<file path="src/rtl/alarm_pkg.sv">
// Shared definitions for the alarm sounder: time-code width and the sounder state type.
package alarm_pkg;

  localparam int TIME_W = 9;

  typedef enum logic [1:0] {
    IDLE    = 2'd0,
    RINGING = 2'd1,
    SNOOZE  = 2'd2
  } alarm_state_t;

endpackage

</file>
<file path="src/rtl/tone_gen.sv">
// Square-wave tone generator: toggles its output every TONE_HALF enabled cycles,
// and is held silent and cleared whenever it is not enabled.
module tone_gen #(
  parameter int TONE_HALF = 56818
) (
  input  logic clock,
  input  logic reset,
  input  logic enable,
  output logic tone
);

  localparam int CW = $clog2(TONE_HALF + 1);
  localparam logic [CW-1:0] LAST = CW'(TONE_HALF - 1);

  logic [CW-1:0] cnt;

  always_ff @(posedge clock) begin
    if (reset || !enable) begin
      cnt  <= '0;
      tone <= 1'b0;
    end else if (cnt == LAST) begin
      cnt  <= '0;
      tone <= ~tone;
    end else begin
      cnt <= cnt + 1'b1;
    end
  end

endmodule

</file>
<file path="src/rtl/alarm_sounder.sv">
// Alarm sounder: rings a cadenced buzzer when the armed alarm time is reached,
// with snooze, dismiss and an automatic ring timeout.
module alarm_sounder
  import alarm_pkg::*;
#(
  parameter int TONE_HALF    = 56818,
  parameter int RING_TICKS   = 60,
  parameter int SNOOZE_TICKS = 300
) (
  input  logic              clock,
  input  logic              reset,
  input  logic              tick_1hz,
  input  logic [TIME_W-1:0] cur_time,
  input  logic [TIME_W-1:0] alarm_time,
  input  logic              alarm_en,
  input  logic              snooze,
  input  logic              dismiss,
  output logic              buzzer,
  output logic              ringing,
  output logic              snoozed
);

  localparam int RW = $clog2(RING_TICKS + 1);
  localparam int SW = $clog2(SNOOZE_TICKS + 1);
  localparam logic [RW-1:0] RING_MAX = RW'(RING_TICKS);
  localparam logic [SW-1:0] SNZ_MAX  = SW'(SNOOZE_TICKS);

  alarm_state_t  state;
  logic [RW-1:0] ring_cnt;
  logic [SW-1:0] snz_cnt;
  logic          cadence;
  logic          match_q;
  logic          snooze_q;
  logic          dismiss_q;
  logic          tone;

  logic match;
  logic trigger;
  logic snooze_edge;
  logic dismiss_edge;

  assign match        = alarm_en && (cur_time == alarm_time);
  assign trigger      = match && !match_q;
  assign snooze_edge  = snooze && !snooze_q;
  assign dismiss_edge = dismiss && !dismiss_q;

  tone_gen #(
    .TONE_HALF(TONE_HALF)
  ) u_tone (
    .clock (clock),
    .reset (reset),
    .enable(state == RINGING),
    .tone  (tone)
  );

  // match_q follows match even in reset so a time already matching at release cannot trigger.
  // Tone is always 0 on entry to RINGING, so buzzer starts low on every entry.
  always_ff @(posedge clock) begin
    if (reset) begin
      state     <= IDLE;
      ring_cnt  <= '0;
      snz_cnt   <= '0;
      cadence   <= 1'b0;
      match_q   <= match;
      snooze_q  <= 1'b0;
      dismiss_q <= 1'b0;
      ringing   <= 1'b0;
      snoozed   <= 1'b0;
      buzzer    <= 1'b0;
    end else begin
      match_q   <= match;
      snooze_q  <= snooze;
      dismiss_q <= dismiss;
      case (state)
        IDLE: begin
          if (trigger) begin
            state    <= RINGING;
            ring_cnt <= '0;
            cadence  <= 1'b1;
            ringing  <= 1'b1;
            buzzer   <= 1'b0;
          end
        end
        RINGING: begin
          if (!alarm_en || dismiss_edge) begin
            state   <= IDLE;
            cadence <= 1'b0;
            ringing <= 1'b0;
            buzzer  <= 1'b0;
          end else if (snooze_edge) begin
            state   <= SNOOZE;
            snz_cnt <= '0;
            cadence <= 1'b0;
            ringing <= 1'b0;
            snoozed <= 1'b1;
            buzzer  <= 1'b0;
          end else if (ring_cnt == RING_MAX) begin
            state   <= IDLE;
            cadence <= 1'b0;
            ringing <= 1'b0;
            buzzer  <= 1'b0;
          end else if (tick_1hz) begin
            ring_cnt <= ring_cnt + 1'b1;
            cadence  <= ~cadence;
            buzzer   <= tone & ~cadence;
          end else begin
            buzzer <= tone & cadence;
          end
        end
        SNOOZE: begin
          if (!alarm_en || dismiss_edge) begin
            state   <= IDLE;
            snoozed <= 1'b0;
          end else if (snz_cnt == SNZ_MAX) begin
            state    <= RINGING;
            ring_cnt <= '0;
            cadence  <= 1'b1;
            snoozed  <= 1'b0;
            ringing  <= 1'b1;
            buzzer   <= 1'b0;
          end else if (tick_1hz) begin
            snz_cnt <= snz_cnt + 1'b1;
          end
        end
        default: begin
          state   <= IDLE;
          cadence <= 1'b0;
          ringing <= 1'b0;
          snoozed <= 1'b0;
          buzzer  <= 1'b0;
        end
      endcase
    end
  end

endmodule

</file>
<file path="config.mk">
export PLATFORM = sky130hd
export DESIGN_NAME = alarm_sounder
export DESIGN_NICKNAME = d
export VERILOG_FILES = /design/src/rtl/alarm_pkg.sv /design/src/rtl/tone_gen.sv /design/src/rtl/alarm_sounder.sv
export SDC_FILE = /design/constraint.sdc
export NUM_CORES = 1
export LEC_CHECK = 0
export ABC_CLOCK_PERIOD_IN_PS = 3800
export CORE_MARGIN = 2
export CORE_UTILIZATION = 55
export CTS_CLUSTER_SIZE = 24
export DETAILED_ROUTE_END_ITERATION = 10
export PLACE_DENSITY = 0.88
export SLEW_MARGIN = 20
export SYNTH_ARGS = -nofsm -noshare
export SYNTH_HDL_FRONTEND = slang
export SYNTH_HIERARCHICAL = 1
export SYNTH_SLANG_ARGS = --single-unit
</file>
<file path="constraint.sdc">
create_clock -name clock -period 3.8 [get_ports clock]
set_clock_uncertainty 0.1 [all_clocks]
set_input_delay 0.57 -clock clock [delete_from_list [all_inputs] [get_ports clock]]
set_output_delay 0.57 -clock clock [all_outputs]
set_load 0.02 [all_outputs]
</file>
# Yosys cells after proc, flatten, opt, wreduce, memory -nomap -nowiden
# Cells that the tools add are included.
[totals] input_bits=24 wordCells=106 reg_bits=41
[op_classes] addsub=3 n_mux=45 eq_ne=19 bitwise=5 reduce_logical=22
[ops] op="$mux W9" n=5
[ops] op="$mux W6" n=7
[ops] op="$mux W1" n=20
[ops] op="$ne A2 B2 Y1 const B" n=10
[ops] op="$pmux W6 S3" n=1
[ops] op="$pmux W9 S2" n=1
[ops] op="$add A16 B1 Y16 const B" n=1
[ops] op="$eq A16 B16 Y1 const B" n=1
[ops] op="$mux W2" n=6
[ops] op="$pmux W1 S3" n=4
[ops] op="$reduce_and A4 Y1" n=3
[ops] op="$add A9 B1 Y9 const B" n=1
[ops] op="$eq A9 B9 Y1" n=1
[ops] op="$eq A9 B9 Y1 const B" n=1
[ops] op="$reduce_and A8 Y1" n=1
[ops] op="$add A6 B1 Y6 const B" n=1
[ops] op="$eq A6 B6 Y1 const B" n=1
[ops] op="$pmux W2 S3" n=1
[ops] op="$reduce_and A3 Y1" n=2
[ops] op="$reduce_and A6 Y1" n=1
[ops] op="$logic_not A1 Y1" n=5
[ops] op="$ne A5 B5 Y1 const B" n=1
[ops] op="$logic_and A1 B1 Y1" n=4
[ops] op="$ne A4 B4 Y1 const B" n=1
[ops] op="other kinds (10)" n=14

# Depth between registers and ports, before layout
# Gate-level depths: netlist of the first run.
[logic_depth] depth_word=7 mapped_depth=8

# By module
# The synthesis of the first run kept the hierarchy.
[modules_own_cells] module="alarm_sounder" cells_per_inst=164 area_each_um2=1412.6 seq_area_each_um2=480.5 instances=1
[modules_own_cells] module="tone_gen" cells_per_inst=83 area_each_um2=862.1 seq_area_each_um2=340.3 instances=1

# Worst setup path before layout of the first run
# Ideal clock, no wire load.
[synth_timing] kind="input to register" startpoint="in alarm_time[2]" endpoint="reg ring_cnt[2]" arrival_ns=1.864 path_slack_ns=1.716 setup_time_ns=0.120 path_stages=5 path_cell_list="xnor2_1 > nand4_1 > or4_1 > and2_1 > a211o_1"
[synth_between] elab_chain_len=5
[synth_rtl] element="start, declared" line_no="alarm_sounder.sv:14" source="input logic [TIME_W-1:0] alarm_time,"
[synth_rtl] element="$eq A9 B9 Y1" line_no="alarm_sounder.sv:42" source="assign match = alarm_en && (cur_time == alarm_time);"
[synth_rtl] element="$logic_and A1 B1 Y1" line_no="alarm_sounder.sv:42"
[synth_rtl] element="$logic_and A1 B1 Y1" line_no="alarm_sounder.sv:43" source="assign trigger = match && !match_q;"
[synth_rtl] element="$ne A2 B2 Y1 (no line)"
[synth_rtl] element="$reduce_and A8 Y1 (no line)"
[synth_rtl] element="end signal, assigned" line_no="alarm_sounder.sv:103" source="ring_cnt <= ring_cnt + 1'b1;"
[synth_rtl] element="end, declared" line_no="alarm_sounder.sv:29" source="logic [RW-1:0] ring_cnt;"
# No other way between the ends.
# A chain may end at the register's enable or synchronous reset.

# Worst setup path after layout of the first run
[layout_timing] startpoint="in alarm_time[4]" endpoint="reg ring_cnt[2]"
# The elaborated chain is that of the path after synthesis.

==> results of run 1 <==
-- routing by layer --
layer,vias to the layer above,part of all wire (%),routed length (um)
met1,908,47,2165
met2,38,47,2150
met5,-,0,0
met4,0,1.8,84
met3,10,3.9,178
li1,953,-,-
-- how the worst min path moves through the flow --
| stage | startpoint | to | slack, ns | cells after the start |
|---|---|---|---|---|
| 2_1_floorplan | snz_cnt[8]$_SDFFE_PP0P_ | snz_cnt[8]$_SDFFE_PP0P_ | 0.35 | 2 |
| 3_3_place_gp | buzzer$_SDFFE_PP0P_ | buzzer$_SDFFE_PP0P_ | 0.37 | 1 |
| 3_5_place_dp | buzzer$_SDFFE_PP0P_ | buzzer$_SDFFE_PP0P_ | 0.37 | 1 |
| 4_1_cts | ringing$_SDFFE_PP0P_ | ringing$_SDFFE_PP0P_ | 0.39 | 2 |
| 5_1_grt | ringing$_SDFFE_PP0P_ | ringing$_SDFFE_PP0P_ | 0.41 | 2 |
| 6_report | buzzer$_SDFFE_PP0P_ | buzzer$_SDFFE_PP0P_ | 0.39 | 1 |
-- power breakdown --
| group | total (mW) | internal [mW] | leakage (nW) | switching [mW] |
|---|---|---|---|---|
| clock | 0.370 | 0.214 | 0.0574 | 0.156 |
| sequential | 0.431 | 0.430 | 0.331 | 0.000660 |
| combinational | 0.0587 | 0.0344 | 0.501 | 0.0243 |
| total | 0.859 | 0.678 | 0.889 | 0.181 |
-- kinds of logic (layout without fill, tap and decap cells) --
family | after synthesis | count (layout) | synth area share, %
AOI/OAI and AO/OA | 42 | 42 | 13.15
xor gates and xnor gates | 28 | 28 | 10.78
adders and majority gates | 6 | 6 | 3.300
buffers and inverters | 18 | 45 | 4.565
DFF | 41 | 41 | 36.08
muxes | 2 | 2 | 0.8801
and+or+nand+nor | 110 | 110 | 31.24
-- final cells by class --
| type | count | area share, % |
|---|---|---|
| timing repair buffer | 26 | 9.802 |
| tap | 50 | 2.356 |
| clock inverter | 2 | 1.414 |
| multi-input combinational | 188 | 50.85 |
| inverter | 11 | 1.555 |
| clock buffer | 6 | 3.110 |
| sequential | 41 | 30.91 |
-- registers in the layout, summed over array words and instances (netlist names) --
| register | cells |
|---|---|
| snz_cnt | 9 |
| match_q | 1 |
| u_tone/tone | 1 |
| snooze_q | 1 |
| ringing | 1 |
| cadence | 1 |
| ring_cnt | 6 |
| dismiss_q | 1 |
| u_tone/cnt | 16 |
| state | 2 |
| buzzer | 1 |
| snoozed | 1 |
-- layout by cell type (no fill, tap or decap), types with 6 or more instances in the layout --
cell type,netlist,routed
nand3_1,15,15
nand2_1,9,9
nor3_1,7,7
xor2_1,12,12
inv_1,11,11
nor2_1,16,16
a21oi_1,12,12
xnor2_1,16,16
dfxtp_1,41,41
ha_1,6,6
nand4_1,10,10
clkdlybuf4s50_1,0,26
clkbuf_8,0,6
nor2_2,11,11
-- worst reg2reg max path: stages (launching register included) --
cell,delay (ns)
dfxtp_1,0.44
inv_1,0.09
ha_1,0.22
a31o_4,0.25
or3_4,0.39
or4b_1,0.52
nand3_1,0.10
-- Yosys cell counts (all sizes together) (4+ instances only) --
cell     n
a21oi   12
and3     6
and4     4
buf      5
dfxtp   41
ha       6
inv     11
nand2    9
nand3   15
nand4   12
nor2    27
nor3     7
nor4     6
o211ai   4
o21ai    6
o31ai    4
or3      4
xnor2   16
xor2    12
-- metrics by stage --
stage	setup WS (ns)	utilization, %	power, mW
floorplan	1.716	-	0.4678
global placement	1.176	63.37	0.4986
detailed placement	1.143	63.37	0.5000
CTS	1.455	66.37	0.8654
global route	1.329	66.37	0.8841
finish	1.442	66.37	0.8595
==> summary.txt, run 1 <==
Placement
  • Dpl hpwl: 3.271 mm
  • IO Port Bufs: 26
  • RD Place Congestion: between 0.8 and 0.9
  • Area after DPL: 0.002535 mm^2
  • Post-placement cell count: between 300 and 400

Timing
  • Tcrit/Tclk final: 62.05%
  • Slew HR: 39.23%
  • Final Hold Viols: 0
  • Final hold slack: 0.3898 ns
  • Unrepaired setup endpoints after global routing: false
  • Count of pins over their slew limit: 0
  • Setup violators final: 0
  • Fmax: 424.1 MHz
  • Setup TNS: 0 ns
  • Post-layout minimum cycle time: 2.358 ns
  • Actual slew at the worst max-slew pin: about 0.90 ns

Worst setup path
  • R2r endpoint: ring_cnt[3]$_SDFFE_PP0P_
  • Reg2reg setup slack: 1.64 ns
  • Data arrival, critical path: about 2.5 ns
  • Worst path slowest cell: or4_1
  • Startpoint Class: input port
  • Critical path type: input port to register
  • Nature of the critical path endpoint: register
  • FF-to-FF Start: ring_cnt[0]$_SDFFE_PP0P_
  • Cell count along the critical path: 6
  • Worst setup endpoint: ring_cnt[2]$_SDFFE_PP0P_
  • Worst Path Max Fanout: 4
  • Critical path startpoint: alarm_time[4]
  • Worst path buffer plus inverter count: 1
  • Req. time, crit path: 3.89 ns
  • CP Cell Sequence: clkdlybuf4s50_1 > xnor2_1 > nand4_1 > or4_1 > and2_1 > a211o_1
  • Cell count of the worst reg-to-reg path: 6
  • Crit path max-delay family: simple AND/OR/NAND/NOR gates
  • Slowest stage delay, CP: 0.60 ns

Cells and area
  • # fillers: 323
  • Layout Cells excl Fill: 324
  • Area growth, synth to finish: 16.72%
  • Share of cells above drive strength 1: 12.77%
  • # nets final: ~300
  • Seq. cell area: around 820 um^2
  • Ant diodes: 0
  • Design Area, Final: 0.002655 mm^2
  • Footprint of the multi-input gates: approximately 0.0014 mm^2

Flow run
  • Max_cap viols: 0

Logic synthesis
  • Post-Synthesis Cells: 247
  • Synth Register Bits: 41
  • Ys flop type: dfxtp_1
  • Netlist Area Pre-Place: 0.002275 mm^2
  • Warnings, synthesis: 6
  • Synth top area cells: dfxtp_1 (36%), xnor2_1 (6.2%), xor2_1 (4.6%), ha_1 (3.3%), nand3_1 (3.3%)
  • EDFF count, synth: 0
  • Yosys cell types: 59
  • Sequential fraction of the synthesis area: 36.08%
  • Synth area leader: dfxtp_1
  • Syn Area/Cell: 9.209 um^2
  • Async SR Flop Fraction: 0%
  • Net count after synthesis: 277
  • Post-synth top area share: 36.08%

Drt
  • Wire per inst: 14.13 um
  • First DRT Iteration DRCs: 87
  • DR vias/cell: 5.892
  • Vias: 1909
  • DR pass1 iterations: 4
  • WL final: between 4 and 5 mm
  • # DRC: 0
  • Post-route ant nets: 0

Global routing
  • Initial antenna violation count: 0
  • Global-route wire length before repair: 7.693 mm
  • Met1 Use GR: between 20 and 30%
  • Vias in the first global route: 1748
  • Largest net degree at the start of global routing: 17
  • Grt ovf: 0
  • GR Util met3: 4.441%
  • GRT Resource Usage Total: 21.98%
  • Grt peak-use layer: met2
  • GR Layer Usage met2: between 30% and 40%

Pwr
  • Power per cell area: between 300 and 400 mW/mm^2
  • Peak supply drop: 216.2 uV
  • Leak: about 0.89 nW

Floorplan
  • Die Wd: just under 70 um
  • Core ar.: 0.004000 mm^2
  • FP Rows: 23
  • Die area: 0.004666 mm^2
  • Number of I/O pins: 27
  • Die Height: between 60 and 70 um
  • Initial core utilization: 56.87%

Clock network
  • Clk buf depth: 2
  • Clk Latency, worst-skew pair: 0.30 ns
  • CTS root buf: clkbuf_8
  • Total CTS buffers: 5
  • H-tree depth: 2
  • CTS tree: done
  • CTS hold repair buffers: 0
  • Clock-pin slew on the worst setup and hold paths: 0.08 ns
  • Post-CTS sizing: 0
  • Clock sink total: 41
  • Post-CTS Setup Inserts: 0

Run status
  • Status: completed

Min path
  • Hold Crit Class: register to register
(Power assumes the default switching activity.)
==> run 2, diff against run 1 <==
--- a/config.mk
+++ b/config.mk
@@ -5,12 +5,12 @@
 export SDC_FILE = /design/constraint.sdc
 export NUM_CORES = 1
 export LEC_CHECK = 0
-export ABC_CLOCK_PERIOD_IN_PS = 3800
+export ABC_CLOCK_PERIOD_IN_PS = 2000
 export CORE_MARGIN = 2
-export CORE_UTILIZATION = 55
+export CORE_UTILIZATION = 50
 export CTS_CLUSTER_SIZE = 24
 export DETAILED_ROUTE_END_ITERATION = 10
-export PLACE_DENSITY = 0.88
+export PLACE_DENSITY = 0.84
 export SLEW_MARGIN = 20
 export SYNTH_ARGS = -nofsm -noshare
 export SYNTH_HDL_FRONTEND = slang
==> constraint.sdc (replaced) <==
create_clock -name clock -period 2 [get_ports clock]
set_clock_uncertainty 0.1 [all_clocks]
set_input_delay 0.3 -clock clock [delete_from_list [all_inputs] [get_ports clock]]
set_output_delay 0.3 -clock clock [all_outputs]
set_load 0.02 [all_outputs]
==> summary.txt, run 2 (synthesized netlist as in run 1, its figures left out) <==
Timing
  • Setup TNS: 0 ns
  • Slew HR: roughly 76%
  • Setup ws final: between 0.04 and 0.05 ns
  • Post-layout minimum cycle time: around 2.0 ns
  • Tcrit/Tclk final: 97.75%
  • Count of pins over their slew limit: 0
  • Setup violators final: 0
  • Actual slew at the worst max-slew pin: 0.3618 ns
  • Final Hold Viols: 0
  • Fmax: 511.5 MHz

Cells and area
  • Ant diodes: 0
  • Biggest register: u_tone/cnt
  • Design Area, Final: 0.002969 mm^2
  • Biggest regs: u_tone/cnt (16), snz_cnt (9), ring_cnt (6)
  • Most frequent cells in the layout: dfxtp_1 (40), buf_4 (35), clkdlybuf4s50_1 (26)
  • # nets final: roughly 340
  • Max FFs per register: 16
  • Area growth, synth to finish: 30.53%
  • Final core utilization: 68.19%
  • Commonest non-fill, non-tap cell in the layout: dfxtp_1
  • Layout Cells excl Fill: 362
  • Share of cells above drive strength 1: roughly a quarter

Drt
  • Post-route ant nets: 0
  • DR vias/cell: 5.669
  • Vias: a little over 2000
  • Wire per inst: 13.99 um
  • First DRT Iteration DRCs: about 130
  • # DRC: 0
  • WL final: 5.063 mm
  • DR pass1 iterations: 4

Pwr
  • Sw frac: 21.48%
  • Leak: around 1.1 nW
  • Peak supply drop: 610.7 uV
  • Flop pwr share: about half
  • Comb power frac: 9.4%
  • Clock Power Share: 42.0%
  • Switch Pwr: approximately 0.36 mW
  • Internal Dissipation: ~1.3 mW
  • Power per cell area: 567.4 mW/mm^2

Placement
  • IO Port Bufs: 26
  • Post-placement worst setup slack: -0.3944 ns
  • Dpl hpwl: approximately 3.7 mm
  • RD Place Congestion: around 0.91
  • Area after DPL: 0.002813 mm^2
  • Post-placement cell count: 353

Global routing
  • Global-route wire length before repair: around 8.7 mm
  • Largest net degree at the start of global routing: 17
  • Grt ovf: 0
  • GRT Resource Usage Total: 21.26%
  • Vias in the first global route: between 2000 and 2500
  • Initial antenna violation count: 0

Clock network
  • H-tree depth: 2
  • Total CTS buffers: 5
  • Clk Latency, worst-skew pair: 0.30 ns
  • CTS root buf: clkbuf_8
  • Clock-pin slew on the worst setup and hold paths: 0.08 ns
  • Clock sink total: 41
  • Clk buf depth: 2
  • CTS tree: done

Worst setup path
  • Data arrival, critical path: 2.05 ns
  • Slowest stage delay, CP: 0.55 ns
  • Nature of the critical path endpoint: register
  • CP Cell Sequence: clkdlybuf4s50_1 > xnor2_1 > nand2_1 > or4_4 > and2_4 > a211o_1
  • Critical path type: input port to register
  • Worst Path Max Fanout: 3
  • Startpoint Class: input port
  • Req. time, crit path: 2.10 ns
  • Worst path slowest cell: or4_4

Floorplan
  • FP Rows: 24
  • Die Wd: 71.45 um
  • Core ar.: 0.004354 mm^2
  • Die area: about 0.0051 mm^2
  • Number of I/O pins: 27
  • Die Height: 71.45 um
  • Initial core utilization: about 52%

Min path
  • Hold Crit Class: register to register

Run status
  • Status: completed

Flow run
  • Max_cap viols: 0
==> run 2: power groups by stage <==
stage | combinational, mW | sequential [mW] | clock, mW
2_1_floorplan | 0.0508 | 0.838 | 0
5_1_grt | 0.169 | 0.819 | 0.739
3_3_place_gp | 0.146 | 0.838 | 0
6_report | 0.159 | 0.819 | 0.707
3_5_place_dp | 0.152 | 0.838 | 0
4_1_cts | 0.154 | 0.819 | 0.713
==> run 2: worst paths after layout <==
path,from,end,slack (ns),cells after the start
worst max-delay path,alarm_time[3],ring_cnt[2]$_SDFFE_PP0P_,0.04,6
worst min-delay path,snz_cnt[8]$_SDFFE_PP0P_,snz_cnt[8]$_SDFFE_PP0P_,0.39,2
worst max register to register,snz_cnt[0]$_SDFFE_PP0P_,ring_cnt[0]$_SDFFE_PP0P_,0.09,7
worst min register to register,snz_cnt[8]$_SDFFE_PP0P_,snz_cnt[8]$_SDFFE_PP0P_,0.39,2
==> run 2: per-layer routing <==
layer	GRT usage (%)	wire, um
met3	5.063	227
met2	37.45	2560
met5	0	0
met4	9.015	84
met1	24.54	2191
==> run 2: worst max-delay path: cells and delay by family <==
| family | cells | cell delay, ns |
|---|---|---|
| and+or+nand+nor | 3 | 0.82 |
| buffers and inverters | 1 | 0.42 |
| AOI/OAI and AO/OA | 1 | 0.28 |
| xor gates and xnor gates | 1 | 0.23 |
==> run 2: metrics by stage <==
step,hold slack (ns),total power [mW]
global route,0.4189,1.727
floorplan,0.2695,0.8888
CTS,0.4018,1.686
global placement,0.3656,0.9837
detailed placement,0.3847,0.9899
finish,0.3942,1.685
==> run 2: final cells by class <==
type                       instances  area, um^2
tap                               52       65.06
timing repair buffer              62       543.0
fill                             307        1385
sequential                        41       822.0
inverter                          11       41.29
multi-input combinational        188        1381
clock inverter                     1       30.03
clock buffer                       7       86.33
==> run 2: what timing repair did <==
item | in CTS | in global routing
buffers inserted | 1 | 0
setup endpoints to repair | 1 | 6
pin swaps | 1 | 3
resized for setup | 0 | 7
hold buffers | 0 | 0
